--- config.mk ---
export PLATFORM = sky130hd
export DESIGN_NAME = muldiv_seq
export DESIGN_NICKNAME = d
export VERILOG_FILES = /design/src/rtl/muldiv_pkg.sv /design/src/rtl/md_step.sv /design/src/rtl/muldiv_seq.sv
export SDC_FILE = /design/constraint.sdc
export NUM_CORES = 1
export LEC_CHECK = 0
export BUFFER_PORTS_ARGS = -buffer_cell sky130_fd_sc_hd__buf_2
export CAP_MARGIN = 20
export CORE_ASPECT_RATIO = 1.5
export CORE_UTILIZATION = 55
export DETAILED_ROUTE_END_ITERATION = 8
export MAX_ROUTING_LAYER = met4
export PLACE_DENSITY = 0.74
export SETUP_SLACK_MARGIN = 0.15
export SYNTH_ARGS = -nofsm -noshare
export SYNTH_HDL_FRONTEND = slang
export SYNTH_SLANG_ARGS = --single-unit
--- constraint.sdc ---
create_clock -name clk -period 5.1 [get_ports clk]
set_input_delay 1.53 -clock clk [delete_from_list [all_inputs] [get_ports clk]]
set_output_delay 1.53 -clock clk [all_outputs]
set_load 0.05 [all_outputs]
--- src/rtl/muldiv_pkg.sv ---
// muldiv_pkg: shared op/state types and funct3 decode helpers for the RV32M sequencer
package muldiv_pkg;
  typedef enum logic [2:0] {
    OP_MUL    = 3'd0,
    OP_MULH   = 3'd1,
    OP_MULHSU = 3'd2,
    OP_MULHU  = 3'd3,
    OP_DIV    = 3'd4,
    OP_DIVU   = 3'd5,
    OP_REM    = 3'd6,
    OP_REMU   = 3'd7
  } md_op_e;

  typedef enum logic [1:0] {IDLE, CALC, FIX, DONE} md_state_e;

  function automatic logic is_div(md_op_e op);
    return op inside {OP_DIV, OP_DIVU, OP_REM, OP_REMU};
  endfunction

  function automatic logic is_signed_a(md_op_e op);
    return op inside {OP_MULH, OP_MULHSU, OP_DIV, OP_REM};
  endfunction

  function automatic logic is_signed_b(md_op_e op);
    return op inside {OP_MULH, OP_DIV, OP_REM};
  endfunction

  // MUL and DIV/DIVU take the low half of the accumulator, the rest the high half
  function automatic logic is_lo_result(md_op_e op);
    return op inside {OP_MUL, OP_DIV, OP_DIVU};
  endfunction
endpackage

--- src/rtl/md_step.sv ---
// md_step: one radix-2 iteration; shift-add multiply or restoring divide on a
// 2*XLEN accumulator ({product_hi, multiplier} or {remainder, dividend/quotient})
module md_step #(
  parameter int XLEN = 32
) (
  input  logic              i_div,
  input  logic [2*XLEN-1:0] i_acc,
  input  logic [XLEN-1:0]   i_b,
  output logic [2*XLEN-1:0] o_acc
);
  logic [XLEN:0]   w_sum;
  logic [XLEN:0]   w_t;
  logic            w_ge;
  logic [XLEN-1:0] w_rem;
  assign w_sum = {1'b0, i_acc[2*XLEN-1:XLEN]} + (i_acc[0] ? {1'b0, i_b} : '0);
  assign w_t   = i_acc[2*XLEN-1:XLEN-1];
  assign w_ge  = w_t >= {1'b0, i_b};
  // when w_t >= divisor the true difference is below the divisor, so XLEN bits suffice
  assign w_rem = w_t[XLEN-1:0] - i_b;
  assign o_acc = !i_div ? {w_sum, i_acc[XLEN-1:1]} :
                 w_ge   ? {w_rem, i_acc[XLEN-2:0], 1'b1} :
                          {w_t[XLEN-1:0], i_acc[XLEN-2:0], 1'b0};
endmodule

--- src/rtl/muldiv_seq.sv ---
// muldiv_seq: iterative RV32M multiply/divide sequencer with pipeline stall request.
// MULDIV_EARLY_OUT_EN: finish zero-operand / divide-by-zero / overflow cases straight from accept.
module muldiv_seq
  import muldiv_pkg::*;
#(
  parameter int XLEN  = 32,
  parameter int CNT_W = $clog2(XLEN) + 1
) (
  input  logic            clk,
  input  logic            rst_n,
  input  logic            start,
  input  logic [2:0]      funct3,
  input  logic [XLEN-1:0] src_a,
  input  logic [XLEN-1:0] src_b,
  input  logic            flush,
  output logic            busy,
  output logic            done,
  output logic [XLEN-1:0] result,
  output logic            stall
);
  md_state_e         r_state;
  md_op_e            r_op;
  logic [CNT_W-1:0]  r_cnt;
  logic [2*XLEN-1:0] r_acc;
  logic [XLEN-1:0]   r_b;
  logic              r_neg_q;
  logic              r_neg_r;
  logic              r_fix;
  logic              r_busy;
  logic              r_done;
  logic [XLEN-1:0]   r_result;

  md_op_e            w_op;
  logic              w_a_neg;
  logic              w_b_neg;
  logic [XLEN-1:0]   w_a_mag;
  logic [XLEN-1:0]   w_b_mag;
  logic              w_accept;
  logic              w_early;
  logic [XLEN-1:0]   w_early_res;
  logic [2*XLEN-1:0] w_acc_nxt;
  logic [2*XLEN-1:0] w_fixed;
  logic [XLEN-1:0]   w_hi;
  logic [XLEN-1:0]   w_lo;

  assign w_op     = md_op_e'(funct3);
  assign w_a_neg  = is_signed_a(w_op) & src_a[XLEN-1];
  assign w_b_neg  = is_signed_b(w_op) & src_b[XLEN-1];
  assign w_a_mag  = w_a_neg ? -src_a : src_a;
  assign w_b_mag  = w_b_neg ? -src_b : src_b;
  assign w_accept = start & (r_state == IDLE) & ~flush;

`ifdef MULDIV_EARLY_OUT_EN
  logic w_b_zero;
  logic w_ovf;
  assign w_b_zero    = ~|src_b;
  assign w_ovf       = (w_op == OP_DIV || w_op == OP_REM) &&
                       src_a == {1'b1, {(XLEN-1){1'b0}}} && &src_b;
  assign w_early     = is_div(w_op) ? (w_b_zero | w_ovf) : (~|src_a | w_b_zero);
  assign w_early_res = !is_div(w_op) ? '0 :
                       w_b_zero      ? (is_lo_result(w_op) ? '1 : src_a) :
                                       (is_lo_result(w_op) ? src_a : '0);
`else
  assign w_early     = 1'b0;
  assign w_early_res = '0;
`endif

  md_step #(.XLEN(XLEN)) u_step (
    .i_div (is_div(r_op)),
    .i_acc (r_acc),
    .i_b   (r_b),
    .o_acc (w_acc_nxt)
  );

  assign w_hi = r_acc[2*XLEN-1:XLEN];
  assign w_lo = r_acc[XLEN-1:0];
  // divide-by-zero leaves the dividend magnitude as remainder, so only the quotient needs overriding
  assign w_fixed = is_div(r_op) ?
                   {(r_neg_r ? -w_hi : w_hi),
                    (~|r_b ? {XLEN{1'b1}} : (r_neg_q ? -w_lo : w_lo))} :
                   (r_neg_q ? -r_acc : r_acc);

  always_ff @(posedge clk or negedge rst_n) begin
    if (!rst_n) begin
      r_state  <= IDLE;
      r_op     <= OP_MUL;
      r_cnt    <= '0;
      r_acc    <= '0;
      r_b      <= '0;
      r_neg_q  <= 1'b0;
      r_neg_r  <= 1'b0;
      r_fix    <= 1'b0;
      r_busy   <= 1'b0;
      r_done   <= 1'b0;
      r_result <= '0;
    end else begin
      r_done <= 1'b0;
      case (r_state)
        IDLE: if (w_accept) begin
          r_op    <= w_op;
          r_cnt   <= '0;
          r_acc   <= {{XLEN{1'b0}}, w_a_mag};
          r_b     <= w_b_mag;
          r_neg_q <= w_a_neg ^ w_b_neg;
          r_neg_r <= w_a_neg;
          r_fix   <= 1'b0;
          if (w_early) begin
            r_state  <= DONE;
            r_done   <= 1'b1;
            r_result <= w_early_res;
          end else begin
            r_state <= CALC;
            r_busy  <= 1'b1;
          end
        end
        CALC: if (flush) begin
          r_state <= IDLE;
          r_busy  <= 1'b0;
        end else begin
          r_acc <= w_acc_nxt;
          r_cnt <= r_cnt + CNT_W'(1);
          if (r_cnt == CNT_W'(XLEN - 1)) r_state <= FIX;
        end
        // two phases: sign correction first, then result select
        FIX: if (flush) begin
          r_state <= IDLE;
          r_busy  <= 1'b0;
        end else if (!r_fix) begin
          r_fix <= 1'b1;
          r_acc <= w_fixed;
        end else begin
          r_result <= is_lo_result(r_op) ? w_lo : w_hi;
          r_state  <= DONE;
          r_busy   <= 1'b0;
          r_done   <= 1'b1;
        end
        DONE: r_state <= IDLE;
        default: r_state <= IDLE;
      endcase
    end
  end

  assign busy   = r_busy;
  assign done   = r_done;
  assign result = r_result;
  assign stall  = r_busy | w_accept;
endmodule
==> results of run 1 <==
stage by stage:
| stage | utilization [%] | worst slack [ps] | total power [W] | hold slack (ps) |
|---|---|---|---|---|
| finish | 61.97 | 600.0 | 0.008982 | 475.0 |
| global route | 61.96 | 420.9 | 0.009656 | 508.6 |
| CTS | 61.96 | 798.2 | 0.008892 | 483.0 |
| detailed placement | 59.53 | 822.7 | 0.007587 | 468.8 |
| global placement | 59.53 | 873.5 | 0.007480 | 457.9 |
| floorplan | - | 758.3 | 0.006131 | 463.8 |
metal layers:
layer / vias up / global-route usage (%) / wire length [um]
met5: - / - / 0
li1: 6510 / - / -
met3: 143 / 5.132 / 2305
met4: 0 / 18.56 / 1928
met1: 6426 / 39.50 / 16560
met2: 579 / 57.89 / 20750
critical path, delay by kind of cell, from the launching register on:
kind | cells | cell delay, ps
compound gates | 9 | 2960
flops | 1 | 500
fa+ha+maj | 1 | 440
buf+inv | 1 | 390
simple gates | 1 | 80
flip-flops by register name, indices dropped and copies added, names as in the netlist:
register and flops:
r_b 32, result 32, r_acc 64, r_neg_r 1, r_fix 1, r_neg_q 1
r_state 2, r_op 3, done 1, r_cnt 6, busy 1
logic make-up (layout without fill, tap and decap cells):
logic type / after synthesis / after routing / share of synthesized area, %
AOI/OAI and AO/OA: 554 / 554 / 24.85
xor gates and xnor gates: 141 / 141 / 9.143
adders and majority gates: 75 / 75 / 7.059
buffers and inverters: 168 / 225 / 4.826
DFF: 144 / 144 / 26.68
muxes: 73 / 73 / 5.725
other: 0 / 1 / 0
and+or+nand+nor: 635 / 635 / 21.72
path summary, 6_finish.rpt:
kind / start / end / slack, ps / cells past startpoint
max: r_acc[43]$_DFFE_PN0P_ / r_acc[38]$_DFFE_PN0P_ / 600 / 12
min: result[19]$_DFFE_PN0P_ / result[19]$_DFFE_PN0P_ / 480 / 2
max reg2reg: r_acc[43]$_DFFE_PN0P_ / r_acc[38]$_DFFE_PN0P_ / 600 / 12
min reg2reg: result[19]$_DFFE_PN0P_ / result[19]$_DFFE_PN0P_ / 480 / 2
max in group asynchronous: rst_n / result[6]$_DFFE_PN0P_ / 3000 / 2
min in group asynchronous: rst_n / r_acc[26]$_DFFE_PN0P_ / 1190 / 1
final cells by class:
| class | count | area [sq um] | share of cell area (%) |
|---|---|---|---|
| antenna | 1 | 2.502 | 0.01689 |
| clock buffer | 21 | 450.4 | 3.040 |
| clock inverter | 11 | 130.1 | 0.8781 |
| inverter | 63 | 236.5 | 1.596 |
| multi-input combinational | 1478 | 9276 | 62.60 |
| sequential | 144 | 3605 | 24.32 |
| tap | 319 | 399.1 | 2.693 |
| timing repair buffer | 130 | 719.4 | 4.855 |
cells in the final DEF, fill, tap and decap left out, drive strengths merged, types with 4 or more instances in the layout:
cell | Yosys | routed
a22oi | 16 | 16
a2111oi | 8 | 8
nor4 | 28 | 28
o21ai | 243 | 243
xor2 | 60 | 60
a31oi | 17 | 17
a21oi | 114 | 114
xnor2 | 81 | 81
o22ai | 5 | 5
nand2 | 239 | 239
and2 | 9 | 9
clkinv | 0 | 5
nor2b | 5 | 5
nand3 | 35 | 35
o211ai | 16 | 16
nor3 | 73 | 73
nand4 | 12 | 12
nand2b | 28 | 28
and3 | 5 | 5
a21o | 37 | 37
buf | 14 | 130
nor2 | 151 | 151
or3 | 20 | 20
a211oi | 6 | 6
dfrtp | 144 | 144
or2 | 6 | 6
o41ai | 8 | 8
a31o | 5 | 5
a221oi | 10 | 10
o21a | 9 | 9
clkbuf | 91 | 21
inv | 63 | 66
ha | 73 | 73
or4 | 13 | 13
o31ai | 15 | 15
o221ai | 9 | 9
mux2i | 39 | 39
mux2 | 34 | 34
nand3b | 4 | 4
o21bai | 9 | 9
power breakdown:
group | switching, W | leakage, nW | total, W | internal (W)
registers | 0.000626 | 1.88 | 0.00216 | 0.00154
logic | 0.00345 | 4.52 | 0.00555 | 0.00210
clock network | 0.000535 | 0.282 | 0.00127 | 0.000738
total | 0.00461 | 6.69 | 0.00898 | 0.00437
==> results.py, run 1 <==
metrics = {
    "cts": {
        "cts.repair.resized": 0,
        "cts.sinks": 144,
        "cts-root-buf": "clkbuf_16",
        "cts_tree": "built",
        "worstSkewPairLatency_ps": 450,
        "clkTransAtPathRegs_ps": 70,
        "cts_max_level": 4,
        "numCtsBuffers": 17,
        "clockBufferDepth": 2,
        "hold_buffers": 0,
        "postCtsSetupBuffers": 0,
    },
    "synth": {
        "synth_nets": 1936,
        "synth_edf_count": 0,
        "netlist.area_leader.share_pct": 26.68,
        "synth_area_leaders": "dfrtp_1, o21ai_0, ha_1",
        "syn_inst": 1790,
        "synthTopCellsByCount": "o21ai_0, nand2_1, nor2_1, dfrtp_1, a21oi_1",
        "synth_area_sq_um": 13510,
        "synth.distinct_cells": 67,
        "ys_seq_area_share_pct": 26.68,
        "ys_seq_elements": 144,
        "synthArstFlopShare_pct": 100.0,
        "syn_avg_cell_area_sq_um": 7.546,
        "synth-main-ff-cell": "dfrtp_1",
        "yosysMostFrequentCell": "o21ai_0",
        "yosysTopAreaCell": "dfrtp_1",
        "yosysWarnings": 0,
    },
    "placement": {
        "gp_congestion": 0.9642,
        "io_buffers": 105,
        "place_area_sq_um": 14240,
        "hpwl_um": 31380,
        "dp.cells": 2134,
    },
    "detailed_routing": {
        "drc": 0,
        "dr.pass1.iters": 5,
        "final_antenna_net_count": 0,
        "via_per_inst": 6.303,
        "drtIter0Drc": 1287,
        "wire_per_inst_um": 19.17,
        "vias": 13660,
        "totalWireLength_um": 41550,
    },
    "grt": {
        "grt_pass1_wl_um": 66160,
        "grt_max_degree": 100,
        "overflow": 0,
        "grt_usage_pct": 34.68,
        "antenna_found_initial": 0,
        "first_global_vias": 13070,
    },
    "floorplan": {
        "ioPinCount": 106,
        "die_x_um": 130.0,
        "start_util_pct": 56.48,
        "rows": 69,
        "die_area_sq_um": 25200,
        "core_area_sq_um": 23910,
        "fp.dieH_um": 193.9,
    },
    "final_layout": {
        "fin_area_sq_um": 14820,
        "fin_cells": 2167,
        "syn_to_final_growth_pct": 9.717,
        "fillCellCount": 2183,
        "drive_gt1_share_pct": 11.69,
        "nNetsFinal": 1980,
    },
    "timing": {
        "tns_ps": 0,
        "setup-violations-final": 0,
        "rsz0062_at_grt": "no",
        "final_hold_viol_count": 0,
        "worstMarginPinSlew_ps": 990.9,
        "relSlewSlack_pct": 33.79,
        "max_freq_mhz": 222.2,
        "skew_ps": 8.103,
        "min_period_over_period_pct": 88.23,
        "final_max_slew_viol_count": 0,
        "period_minus_slack_ps": 4500,
    },
    "critical_path": {
        "max_stage_delay_ps": 710,
        "crit_slowest_cell": "a2111oi_0",
        "criticalPathCategory": "reg -> reg",
        "end_kind": "flop",
        "cp_cell_sequence": "ha_1, a2111oi_0, o21ai_0, o22ai_1, a21oi_1, a311oi_1, a21o_1, buf_4, nand2_1, o211ai_1, o21ai_0, o221ai_1",
        "cp.required_ps": 5450,
        "crit_top_cell": "o21ai_0",
        "crit_fanout": 26,
        "start_kind": "flop",
        "arrival_ps": 4850,
    },
    "status": {
        "status": "finished, final reports clean",
    },
    "power": {
        "pwr_density_cell_nw_per_um2": 606.1,
        "p_leak_nw": 6.687,
        "ir_worst_vdd_mv": 0.3454,
    },
    "hold_path": {
        "hp-class": "reg -> reg",
    },
    "job": {
        "drv_cap": 0,
    },
}
(Power assumes the default switching activity.)
==> inputs of run 2 (changes only) <==
--- a/config.mk
+++ b/config.mk
@@ -7,11 +7,13 @@
 export LEC_CHECK = 0
 export BUFFER_PORTS_ARGS = -buffer_cell sky130_fd_sc_hd__buf_2
 export CAP_MARGIN = 20
+export CELL_PAD_IN_SITES_DETAIL_PLACEMENT = 0
+export CELL_PAD_IN_SITES_GLOBAL_PLACEMENT = 1
 export CORE_ASPECT_RATIO = 1.5
-export CORE_UTILIZATION = 55
+export CORE_UTILIZATION = 46
 export DETAILED_ROUTE_END_ITERATION = 8
 export MAX_ROUTING_LAYER = met4
-export PLACE_DENSITY = 0.74
+export PLACE_DENSITY_LB_ADDON = 0.1
 export SETUP_SLACK_MARGIN = 0.15
 export SYNTH_ARGS = -nofsm -noshare
 export SYNTH_HDL_FRONTEND = slang
==> run 2 against run 1 <==
  * Cell count grew 3.5%
  * Flip-flop and latch count is the same
  * Power is essentially flat
  * Routed wire length grew 4.0%
  * Critical path type unchanged
  * Utilization shrank 10 points
  * Clock power is essentially flat
  * Sequential share of layout area shrank 0.23 points
  * Maximum frequency grew 3.0%
  * Via count shrank 3.7%
  * Highest routed layer unchanged
  * Sequential power is essentially flat
  * Worst setup slack gained 130 ps
==> results.py, run 2 (same netlist as run 1, synthesis figures left out) <==
metrics = {
    "detailed_routing": {
        "vias": 13150,
        "wl_met1_um": 17890,
        "dr.pass1.iters": 5,
        "via_per_inst": 5.867,
        "dr_wl_met3_um": 1638,
        "drc": 0,
        "drtIter0Drc": 669,
        "totalWireLength_um": 43200,
        "routed-wl-met2_um": 22190,
        "final_antenna_net_count": 0,
        "highest_layer": "met4",
        "wire_per_inst_um": 19.27,
    },
    "cts": {
        "numCtsBuffers": 17,
        "cts.repair.resized": 0,
        "clkTransAtPathRegs_ps": 60,
        "postCtsSetupBuffers": 0,
        "cts.sinks": 144,
        "cts_tree": "built",
        "hold_buffers": 0,
        "cts_max_level": 4,
        "clockBufferDepth": 2,
        "worstSkewPairLatency_ps": 460,
        "cts-root-buf": "clkbuf_16",
    },
    "floorplan": {
        "start_util_pct": 46.88,
        "die_x_um": 141.9,
        "fp.dieH_um": 211.9,
        "core_area_sq_um": 28810,
        "rows": 76,
        "ioPinCount": 106,
        "die_area_sq_um": 30070,
    },
    "final_layout": {
        "top_register": "r_acc",
        "nNetsFinal": 1984,
        "largest_reg_flops": 64,
        "mostFrequentLayoutCells": "o21ai_0, nand2_1, nor2_1",
        "syn_to_final_growth_pct": 10.75,
        "final_common_cell": "o21ai_0",
        "drive_gt1_share_pct": 11.99,
    },
    "status": {
        "status": "finished, final reports clean",
    },
    "placement": {
        "gp_congestion": 0.9589,
        "hpwl_um": 33230,
        "io_buffers": 105,
        "place_ws_ps": 783.1,
    },
    "power": {
        "power.share.combinational_pct": 61.8,
        "netSwitchingPower_w": 0.004596,
        "p_leak_nw": 6.708,
        "ir_worst_vdd_mv": 0.2824,
        "p_clk_share_pct": 13.8,
        "sw_frac_of_total_pct": 51.18,
        "p_int_w": 0.004383,
        "pwr_density_cell_nw_per_um2": 600.3,
        "seqPwrFrac_pct": 24.4,
    },
    "timing": {
        "worstMarginPinSlew_ps": 983.9,
        "final_hold_viol_count": 0,
        "skew_ps": 13.49,
        "final_max_slew_viol_count": 0,
        "rsz0062_at_grt": "no",
        "period_minus_slack_ps": 4369,
        "tns_ps": 0,
        "max_freq_mhz": 228.9,
        "relSlewSlack_pct": 34.26,
        "min_period_over_period_pct": 85.67,
        "fin_ws_ps": 730.9,
        "setup-violations-final": 0,
    },
    "critical_path": {
        "arrival_ps": 4670,
        "cp.required_ps": 5410,
        "criticalPathCategory": "reg -> reg",
        "end_kind": "flop",
        "crit_fanout": 8,
        "start_kind": "flop",
    },
    "hold_path": {
        "hp-class": "reg -> reg",
    },
    "job": {
        "drv_cap": 0,
    },
    "grt": {
        "first_global_vias": 12710,
        "grt_max_degree": 79,
        "grt_usage_pct": 30.26,
        "antenna_found_initial": 1,
        "overflow": 0,
        "grt_pass1_wl_um": 68190,
    },
}
## run 2: worst paths after layout
path | from | to | slack, ps | cells after the start
max in group asynchronous | rst_n | r_b[5]$_DFFE_PN0P_ | 3180 | 2
min | result[5]$_DFFE_PN0P_ | result[5]$_DFFE_PN0P_ | 480 | 2
max | r_acc[0]$_DFFE_PN0P_ | r_acc[56]$_DFFE_PN0P_ | 730 | 13
min in group asynchronous | rst_n | r_acc[26]$_DFFE_PN0P_ | 1090 | 1
min reg2reg | result[5]$_DFFE_PN0P_ | result[5]$_DFFE_PN0P_ | 480 | 2
max reg2reg | r_acc[0]$_DFFE_PN0P_ | r_acc[56]$_DFFE_PN0P_ | 730 | 13
## run 2: per-stage QoR
step | std cells | hold slack, ps | power [W] | utilization (%) | instance area (sq um)
3_5_place_dp | 2209 | 469.6 | 0.007708 | 49.93 | 14390
2_1_floorplan | 1790 | 463.8 | 0.006131 | - | 13510
3_3_place_gp | 2209 | 457.6 | 0.007675 | 49.93 | 14390
4_1_cts | 2241 | 484.3 | 0.008982 | 51.91 | 14960
5_1_grt | 2242 | 496.7 | 0.009699 | 51.92 | 14960
6_report | 2242 | 478.2 | 0.008980 | 51.92 | 14960
## run 2: cell type report
| type | count | area [sq um] |
|---|---|---|
| clock inverter | 13 | 137.6 |
| sequential | 144 | 3605 |
| tap | 390 | 488.0 |
| timing repair buffer | 134 | 774.5 |
| multi-input combinational | 1478 | 9281 |
| antenna | 1 | 2.502 |
| inverter | 63 | 236.5 |
| fill | 2892 | 13850 |
| clock buffer | 19 | 432.9 |
## run 2: power groups by stage
stage,Clock (W),Sequential (W),Combinational (W)
6_report,0.00124,0.00219,0.00555
5_1_grt,0.00131,0.00226,0.00614
4_1_cts,0.00127,0.00218,0.00553
3_5_place_dp,0,0.00220,0.00551
3_3_place_gp,0,0.00218,0.00549
2_1_floorplan,0,0.00202,0.00411
## run 2: critical path, cell delays in order, from the launching register on
cell	delay, ps
dfrtp_1	460
inv_1	250
nor2_1	70
ha_1	380
a2111oi_0	450
o21a_1	190
nor3_1	80
a211o_1	370
a31oi_1	410
o221ai_1	310
o41ai_1	740
o21ai_0	240
xnor2_1	170
o21ai_0	80
## run 2: per-layer routing
metal,vias to the layer above,track usage (%)
met1,6208,34.61
met4,0,12.53
met2,343,53.07
met3,69,3.777
met5,-,-
li1,6534,-
